File: config.mk
export PLATFORM = sky130hd
export DESIGN_NAME = read_bus_arbiter
export DESIGN_NICKNAME = d
export VERILOG_FILES = /design/src/rtl/read_bus_arbiter.sv
export SDC_FILE = /design/constraint.sdc
export NUM_CORES = 1
export LEC_CHECK = 0
export BUFFER_PORTS_ARGS = -buffer_cell sky130_fd_sc_hd__buf_2
export CORE_UTILIZATION = 38
export DETAILED_ROUTE_END_ITERATION = 8
export HOLD_SLACK_MARGIN = 0.05
export PLACE_DENSITY_LB_ADDON = 0.2
export SYNTH_ARGS = -nofsm -noshare
export SYNTH_HDL_FRONTEND = slang
export SYNTH_SLANG_ARGS = --single-unit
File: constraint.sdc
create_clock -name clock -period 1.9 [get_ports clock]
set_input_delay 0.38 -clock clock [delete_from_list [all_inputs] [get_ports clock]]
set_output_delay 0.38 -clock clock [all_outputs]
set_load 0.01 [all_outputs]
File: src/rtl/read_bus_arbiter.sv
// read_bus_arbiter
//
// Two-to-one round-robin arbiter that shares one memory read port between the
// instruction-fetch channel (i_*) and the load channel (d_*). Exactly one
// transaction is outstanding at a time; each response is routed back to the
// requester that issued it.
//
// Ports:
//   clock, reset          system clock (rising edge), asynchronous active-low reset
//   i_raddr_valid/ready   fetch address handshake, i_raddr fetch address
//   i_rdata_valid/ready   fetch data handshake, i_rdata fetch data
//   d_raddr_valid/ready   load address handshake, d_raddr load address
//   d_rdata_valid/ready   load data handshake, d_rdata load data
//   m_raddr_valid/ready   shared address handshake (valid registered), m_raddr registered address
//   m_rdata_valid/ready   shared data handshake, m_rdata memory data
//   grant_d               current or last grant: 0 = fetch, 1 = load (registered)

module read_bus_arbiter #(
    parameter int unsigned addr_width = 32,
    parameter int unsigned data_width = 32
) (
    input  logic                  clock,
    input  logic                  reset,

    input  logic                  i_raddr_valid,
    output logic                  i_raddr_ready,
    input  logic [addr_width-1:0] i_raddr,
    output logic                  i_rdata_valid,
    input  logic                  i_rdata_ready,
    output logic [data_width-1:0] i_rdata,

    input  logic                  d_raddr_valid,
    output logic                  d_raddr_ready,
    input  logic [addr_width-1:0] d_raddr,
    output logic                  d_rdata_valid,
    input  logic                  d_rdata_ready,
    output logic [data_width-1:0] d_rdata,

    output logic                  m_raddr_valid,
    input  logic                  m_raddr_ready,
    output logic [addr_width-1:0] m_raddr,
    input  logic                  m_rdata_valid,
    output logic                  m_rdata_ready,
    input  logic [data_width-1:0] m_rdata,

    output logic                  grant_d
);

    typedef enum logic [1:0] {
        StIdle,
        StAddr,
        StData
    } state_e;

    state_e                  state_q, state_d;
    logic [addr_width-1:0]   m_raddr_q, m_raddr_d;
    logic                    m_raddr_valid_q, m_raddr_valid_d;
    logic                    last_grant_q, last_grant_d;

    logic                    any_req;
    logic                    pick;
    logic                    granted_rdata_ready;

    // Arbitration: a lone requester always wins; on contention the channel
    // that was not granted last wins.
    always_comb begin
        any_req = i_raddr_valid | d_raddr_valid;
        if (i_raddr_valid && d_raddr_valid) begin
            pick = ~last_grant_q;
        end else begin
            pick = d_raddr_valid;
        end
    end

    assign granted_rdata_ready = last_grant_q ? d_rdata_ready : i_rdata_ready;

    // Next-state and output logic.
    always_comb begin
        state_d         = state_q;
        m_raddr_d       = m_raddr_q;
        m_raddr_valid_d = m_raddr_valid_q;
        last_grant_d    = last_grant_q;

        i_raddr_ready   = 1'b0;
        d_raddr_ready   = 1'b0;
        i_rdata_valid   = 1'b0;
        d_rdata_valid   = 1'b0;
        m_rdata_ready   = 1'b0;

        unique case (state_q)
            StIdle: begin
                if (any_req) begin
                    // The address readies are combinational from the request
                    // valids, so they are masked by reset explicitly to keep
                    // every handshake output low while reset is held.
                    i_raddr_ready   = reset & ~pick;
                    d_raddr_ready   = reset & pick;
                    m_raddr_d       = pick ? d_raddr : i_raddr;
                    m_raddr_valid_d = 1'b1;
                    last_grant_d    = pick;
                    state_d         = StAddr;
                end
            end

            StAddr: begin
                if (m_raddr_ready) begin
                    m_raddr_valid_d = 1'b0;
                    state_d         = StData;
                end
            end

            StData: begin
                // Passthrough only to the granted channel; the other one sees
                // no valid and its ready is ignored.
                m_rdata_ready = granted_rdata_ready;
                if (last_grant_q) begin
                    d_rdata_valid = m_rdata_valid;
                end else begin
                    i_rdata_valid = m_rdata_valid;
                end
                if (m_rdata_valid && granted_rdata_ready) begin
                    state_d = StIdle;
                end
            end

            default: begin
                state_d = StIdle;
            end
        endcase
    end

    always_ff @(posedge clock or negedge reset) begin
        if (!reset) begin
            state_q         <= StIdle;
            m_raddr_q       <= '0;
            m_raddr_valid_q <= 1'b0;
            // Load counts as granted last, so fetch wins the first contention.
            last_grant_q    <= 1'b1;
        end else begin
            state_q         <= state_d;
            m_raddr_q       <= m_raddr_d;
            m_raddr_valid_q <= m_raddr_valid_d;
            last_grant_q    <= last_grant_d;
        end
    end

    assign m_raddr       = m_raddr_q;
    assign m_raddr_valid = m_raddr_valid_q;
    assign grant_d       = last_grant_q;

    // Read data is broadcast; only the channel with rdata_valid high uses it.
    assign i_rdata = m_rdata;
    assign d_rdata = m_rdata;

endmodule

# Word-level counts from Yosys, hierarchy flattened
# Index checks and enable logic that the tools add are counted.
[totals]
ff_bits = 36
latch_bits = 0
ramBits = 0
romBits = 0
in_bits = 104
output_inout_bits = 103
wordCells = 40
n_memories = 0
[op_classes]
n_addsub = 0
multipliers = 0
div = 0
magnitude_cmp = 0
n_eq_ne = 5
shifts = 0
muxes = 19
bitwise = 5
reduce_logical = 7
[ops]
columns = ["op", "n"]
rows = [
  ["two-way mux 32 bit", 1],
  ["two-way mux 1 bit", 13],
  ["two-way mux 2 bit", 3],
  ["!= test 2 bit (second input constant)", 3],
  ["case mux 2 bit (3 select lines)", 1],
  ["AND reduction 3 bit", 2],
  ["AND 1 bit", 2],
  ["equality test 2 x 1 -> 1 bit (second input constant)", 1],
  ["equality test 2 bit (second input constant)", 1],
  ["logical AND 1 bit", 2],
  ["logical NOT 2 bit", 1],
  ["NOT 1 bit", 2],
  ["case mux 1 bit (2 select lines)", 1],
  ["AND reduction 2 bit", 1],
  ["nonzero test 2 bit", 1],
  ["OR 1 bit", 1],
]

# Longest topological paths before layout
[depth]
ltp_word = 6
mapped_depth = 6

# Worst setup path after synthesis
# Ideal clock, no wire load.
[synth_path]
path_type = "register -> output"
startpoint = "register last_grant_q (netlist: grant_d)"
endpoint = "output i_raddr_ready"
arrival_time_ps = 1235
setup_slack_ps = 285
stages_incl_launch_ff = 5
n_path_buf = 2
path_cell_list = "dfstp_2 -> a21bo_2 -> buf_2 -> buf_2 -> and3_1"
[synth_via]
elab_chain_cells = 6
[synth_lines]
columns = ["element", "line_no", "rtl"]
rows = [
  ["start, declared", "58", "logic last_grant_q, last_grant_d;"],
  ["start signal, assigned", "143", "last_grant_q <= last_grant_d;"],
  ["NOT 1 bit", "69", "pick = ~last_grant_q;"],
  ["two-way mux 1 bit", "68", "if (i_raddr_valid && d_raddr_valid) begin"],
  ["NOT 1 bit", "96", "i_raddr_ready = reset & ~pick;"],
  ["AND 1 bit", "96", ""],
  ["two-way mux 1 bit", "92", "if (any_req) begin"],
  ["two-way mux 1 bit", "90", "unique case (state_q)"],
  ["end, declared", "26", "output logic i_raddr_ready,"],
]
# Every way passes these cells.

# Final worst setup path
[layout_path]
startpoint = "register state_q[1]"
endpoint = "output d_raddr_ready"
[layout_via]
elab_chain_cells = 2
[layout_lines]
columns = ["element", "line_no", "rtl"]
rows = [
  ["start, declared", "55", "state_e state_q, state_d;"],
  ["start signal, assigned", "134", "state_q <= StIdle;"],
  ["start signal, assigned", "140", "state_q <= state_d;"],
  ["logical NOT 2 bit", "90", ""],
  ["two-way mux 1 bit", "90", ""],
  ["end, declared", "33", "output logic d_raddr_ready,"],
]
# Every way passes these cells.

==> metrics.log <==
INFO  metric cp-start-kind = flop
INFO  metric via_count = 1930
INFO  metric critPathSlowestCell = sky130_fd_sc_hd__dfrtp_1
INFO  metric area_growth = 10.1%
INFO  metric numCtsBuffers = 5
INFO  metric overall_die_area = 0.00640 mm^2
INFO  metric yosys.area.top_type_share = 37.9%
INFO  metric postPlaceCellArea = 0.00243 mm^2
INFO  metric netlist_area = 0.00231 mm^2
INFO  metric fmax = 552 MHz
INFO  metric finalSetupViolCount = 0
INFO  metric drt.antenna.violating_nets = 0
INFO  metric multiInputGateArea = 811 um^2
INFO  metric pin_count = 207
INFO  metric synthesis.yosys.warnings = 0
INFO  metric unrepaired_setup_endpoints_after_global_routing = false
INFO  metric chipWidth = 80.0 um
INFO  metric startpoint = state_q[1]$_DFFE_PN0P_
INFO  metric grt_pass1_vias = 1762
INFO  metric irDropWorstVdd = 0.756 mV
INFO  metric final_hold_viol_count = 0
INFO  metric finish.cell_count_without_fillers = 388
INFO  metric grt_max_degree = 35
INFO  metric synth_cells = 268
INFO  metric rrSetupSlack = 0.31 ns
INFO  metric final_min_period_over_clock_period = 95.3%
INFO  metric clkSlewWorstSetupHoldPaths = 0.08 ns
INFO  metric powerDensity = 1530 mW/mm^2
INFO  metric worst_slew_margin_rel = 71.3%
INFO  metric critPathMaxStageDelay = 0.44 ns
INFO  metric total_power = 0.00389 W
INFO  metric synth_cell_type_count = 27
INFO  metric crit_fanout = 16
INFO  metric finalNetCount = 416
INFO  metric synthesis.nets = 372
INFO  metric global_route.overflow_total = 0
INFO  metric final_max_slew_viol_count = 0
INFO  metric grt.total_usage = 18.2%
INFO  metric place.detailed.hpwl = 4.14 mm
INFO  metric worstPathArrival = 1.43 ns
INFO  metric postRouteWirelength = 5.78 mm
INFO  metric htreeDepth = 2
INFO  metric drv_cap = 0
INFO  metric critical_path.endpoint_type = output pin
INFO  metric final.min_clock_period = 1.81 ns
INFO  metric final_layout_size_suffix_gt1_share = 46.0%
INFO  metric worst-slew-pin-transition = 0.431 ns
INFO  metric setup_total_negative_slack = 0 ns
INFO  metric finalWeightedCongestion = 0.748
INFO  metric cts_buffer_depth = 2
INFO  metric final_clock_skew = 0.00277 ns
INFO  metric rr_worst_depth = 4
INFO  metric cts_num_sinks = 36
INFO  metric tritoncts_clock_tree = yes
INFO  metric critPathRequiredTime = 1.52 ns
INFO  metric vias_per_cell = 4.97
INFO  metric ys_seq_area_share = 39.0%
INFO  metric cellLeakagePower = 1.24 nW
INFO  metric clock_latency_on_the_worst_skew_pair = 0.28 ns
INFO  metric drt-pass1-iter-count = 5
INFO  metric yosys_register_bits = 36
INFO  metric detail_route.drc_violations = 0
INFO  metric detail_route.wl_per_cell = 14.9 um
INFO  metric numPortBuffers = 110
INFO  metric initial_core_util = 39.3%
INFO  metric final-seq-area = 902 um^2
INFO  metric hp-class = input port to async pin
INFO  metric core_region_area = 0.00589 mm^2
INFO  metric grt_antenna_before_repair = 0
INFO  metric floorplan.die.height = 80.0 um
INFO  metric worst-setup-path-type = flop to output pin
INFO  metric r2r-start = state_q[1]$_DFFE_PN0P_
INFO  metric r2r_end = grant_d$_DFFE_PN1P_
INFO  metric status = finished clean
INFO  metric diodes = 0
INFO  metric placementRows = 28
INFO  metric grt_first_pass_wirelength = 8.86 mm
INFO  metric post-synth-top-area-cell = sky130_fd_sc_hd__dfrtp_1
INFO  metric cp_cell_sequence = nor2_2 > buf_6 > and3_1 > buf_2
INFO  metric placed_cells = 380
INFO  metric yosys-top-cells-area = sky130_fd_sc_hd__dfrtp_1, sky130_fd_sc_hd__buf_4, sky130_fd_sc_hd__nand2_1
INFO  metric num-fill-cells = 625
INFO  metric dr.first_iter.drc_count = 80
INFO  metric clock-root-buffer = sky130_fd_sc_hd__clkbuf_8
INFO  metric final_design_area_no_fill = 0.00255 mm^2
INFO  metric syn_avg_cell_area = 8.63 um^2
==> registers in the layout, indices dropped and copies added, names as in the netlist <==
signal / count
m_raddr: 32
state_q: 2
grant_d: 1
m_raddr_valid: 1
==> layout make-up <==
type                    instances  area share [%]
well taps                      75            3.68
clock inverters                 3            1.67
clock buffers                   5            2.70
repair buffers                119            24.4
inverters                       2           0.295
multi-input cells             148            31.8
flip-flops and latches         36            35.4
==> kinds of logic after synthesis <==
family                 Yosys count  synth area share (%)
buffers and inverters           84                  26.0
muxes                            2                  1.08
AOI/OAI and AO/OA               71                  20.5
and+or+nand+nor                 75                  13.5
DFF                             36                  39.0
==> how the worst max path moves through the flow <==
| stage | endpoint | cells past startpoint |
|---|---|---|
| 6_report | d_raddr_ready | 4 |
| 5_1_grt | d_raddr_ready | 4 |
| 4_1_cts | d_raddr_ready | 4 |
| 3_5_place_dp | grant_d$_DFFE_PN1P_ | 5 |
| 3_3_place_gp | grant_d$_DFFE_PN1P_ | 5 |
| 2_1_floorplan | i_raddr_ready | 4 |
==> synthesized netlist by cell type (all sizes together) <==
cell,n
buf,75
nor2,2
a21boi,1
clkbuf,7
and3,2
and2,1
inv,2
a31o,1
a21oi,34
nand2,65
dfstp,1
or2,1
a31oi,32
nor2b,1
and4b,1
nand2b,1
dfrtp,35
o22ai,1
nor3b,1
a21bo,1
o21ai,1
mux2,1
mux2i,1
==> where the power goes <==
part	total, W	switching, W	internal [W]	leakage [nW]
Clock	0.000675	0.000287	0.000388	0.0541
Sequential	0.00141	0.000241	0.00117	0.404
Combinational	0.00180	0.00102	0.000781	0.786
Total	0.00389	0.00155	0.00234	1.24
==> worst max-delay path: cells and delay by family (launching register included) <==
kind                   cells  cell delay [ns]
buffers and inverters      2             0.33
and+or+nand+nor            2             0.38
DFF                        1             0.44
==> cells in the final DEF, fill, tap and decap left out <==
| cell | n |
|---|---|
| sky130_fd_sc_hd__clkbuf_8 | 5 |
| sky130_fd_sc_hd__a31oi_2 | 10 |
| sky130_fd_sc_hd__buf_6 | 1 |
| sky130_fd_sc_hd__inv_1 | 2 |
| sky130_fd_sc_hd__nand2_1 | 65 |
| sky130_fd_sc_hd__a31o_2 | 1 |
| sky130_fd_sc_hd__nor3b_1 | 1 |
| sky130_fd_sc_hd__nor2_2 | 1 |
| sky130_fd_sc_hd__bufinv_16 | 1 |
| sky130_fd_sc_hd__and3_1 | 2 |
| sky130_fd_sc_hd__nor2_1 | 1 |
| sky130_fd_sc_hd__and4b_1 | 1 |
| sky130_fd_sc_hd__mux2_4 | 1 |
| sky130_fd_sc_hd__buf_4 | 8 |
| sky130_fd_sc_hd__o21ai_0 | 1 |
| sky130_fd_sc_hd__clkinv_2 | 1 |
| sky130_fd_sc_hd__clkinvlp_4 | 1 |
| sky130_fd_sc_hd__nor2b_1 | 1 |
| sky130_fd_sc_hd__dfstp_2 | 1 |
| sky130_fd_sc_hd__a21boi_2 | 1 |
| sky130_fd_sc_hd__o22ai_1 | 1 |
| sky130_fd_sc_hd__buf_2 | 110 |
| sky130_fd_sc_hd__mux2i_1 | 1 |
| sky130_fd_sc_hd__and2_4 | 1 |
| sky130_fd_sc_hd__a21oi_1 | 34 |
| sky130_fd_sc_hd__a31oi_1 | 22 |
| sky130_fd_sc_hd__nand2b_1 | 1 |
| sky130_fd_sc_hd__or2_1 | 1 |
| sky130_fd_sc_hd__dfrtp_1 | 35 |
| sky130_fd_sc_hd__a21bo_2 | 1 |
==> metal layers <==
layer	global-route usage, %	part of all wire (%)	vias to the layer above
li1	-	-	928
met1	22.1	41	885
met2	31.7	49	105
met3	3.77	8.2	12
met4	6.25	1.5	0
met5	0	0	-
==> what timing repair did <==
item / CTS / global route
resized for setup: 0 / 1
buffers inserted: 0 / 0
setup endpoints to repair: 0 / 1
hold buffers: 0 / 0
==> stage by stage <==
stage / util [%] / hold slack, ns / setup WS, ns
6_report: 43.3 / 0.0827 / 0.0887
5_1_grt: 43.3 / 0.0939 / 0.0357
4_1_cts: 43.2 / 0.0830 / 0.0638
3_5_place_dp: 41.3 / 0.394 / 0.320
3_3_place_gp: 41.3 / 0.408 / 0.325
2_1_floorplan: - / 0.0844 / 0.285
Note: power is estimated with default switching activity, not from simulation.
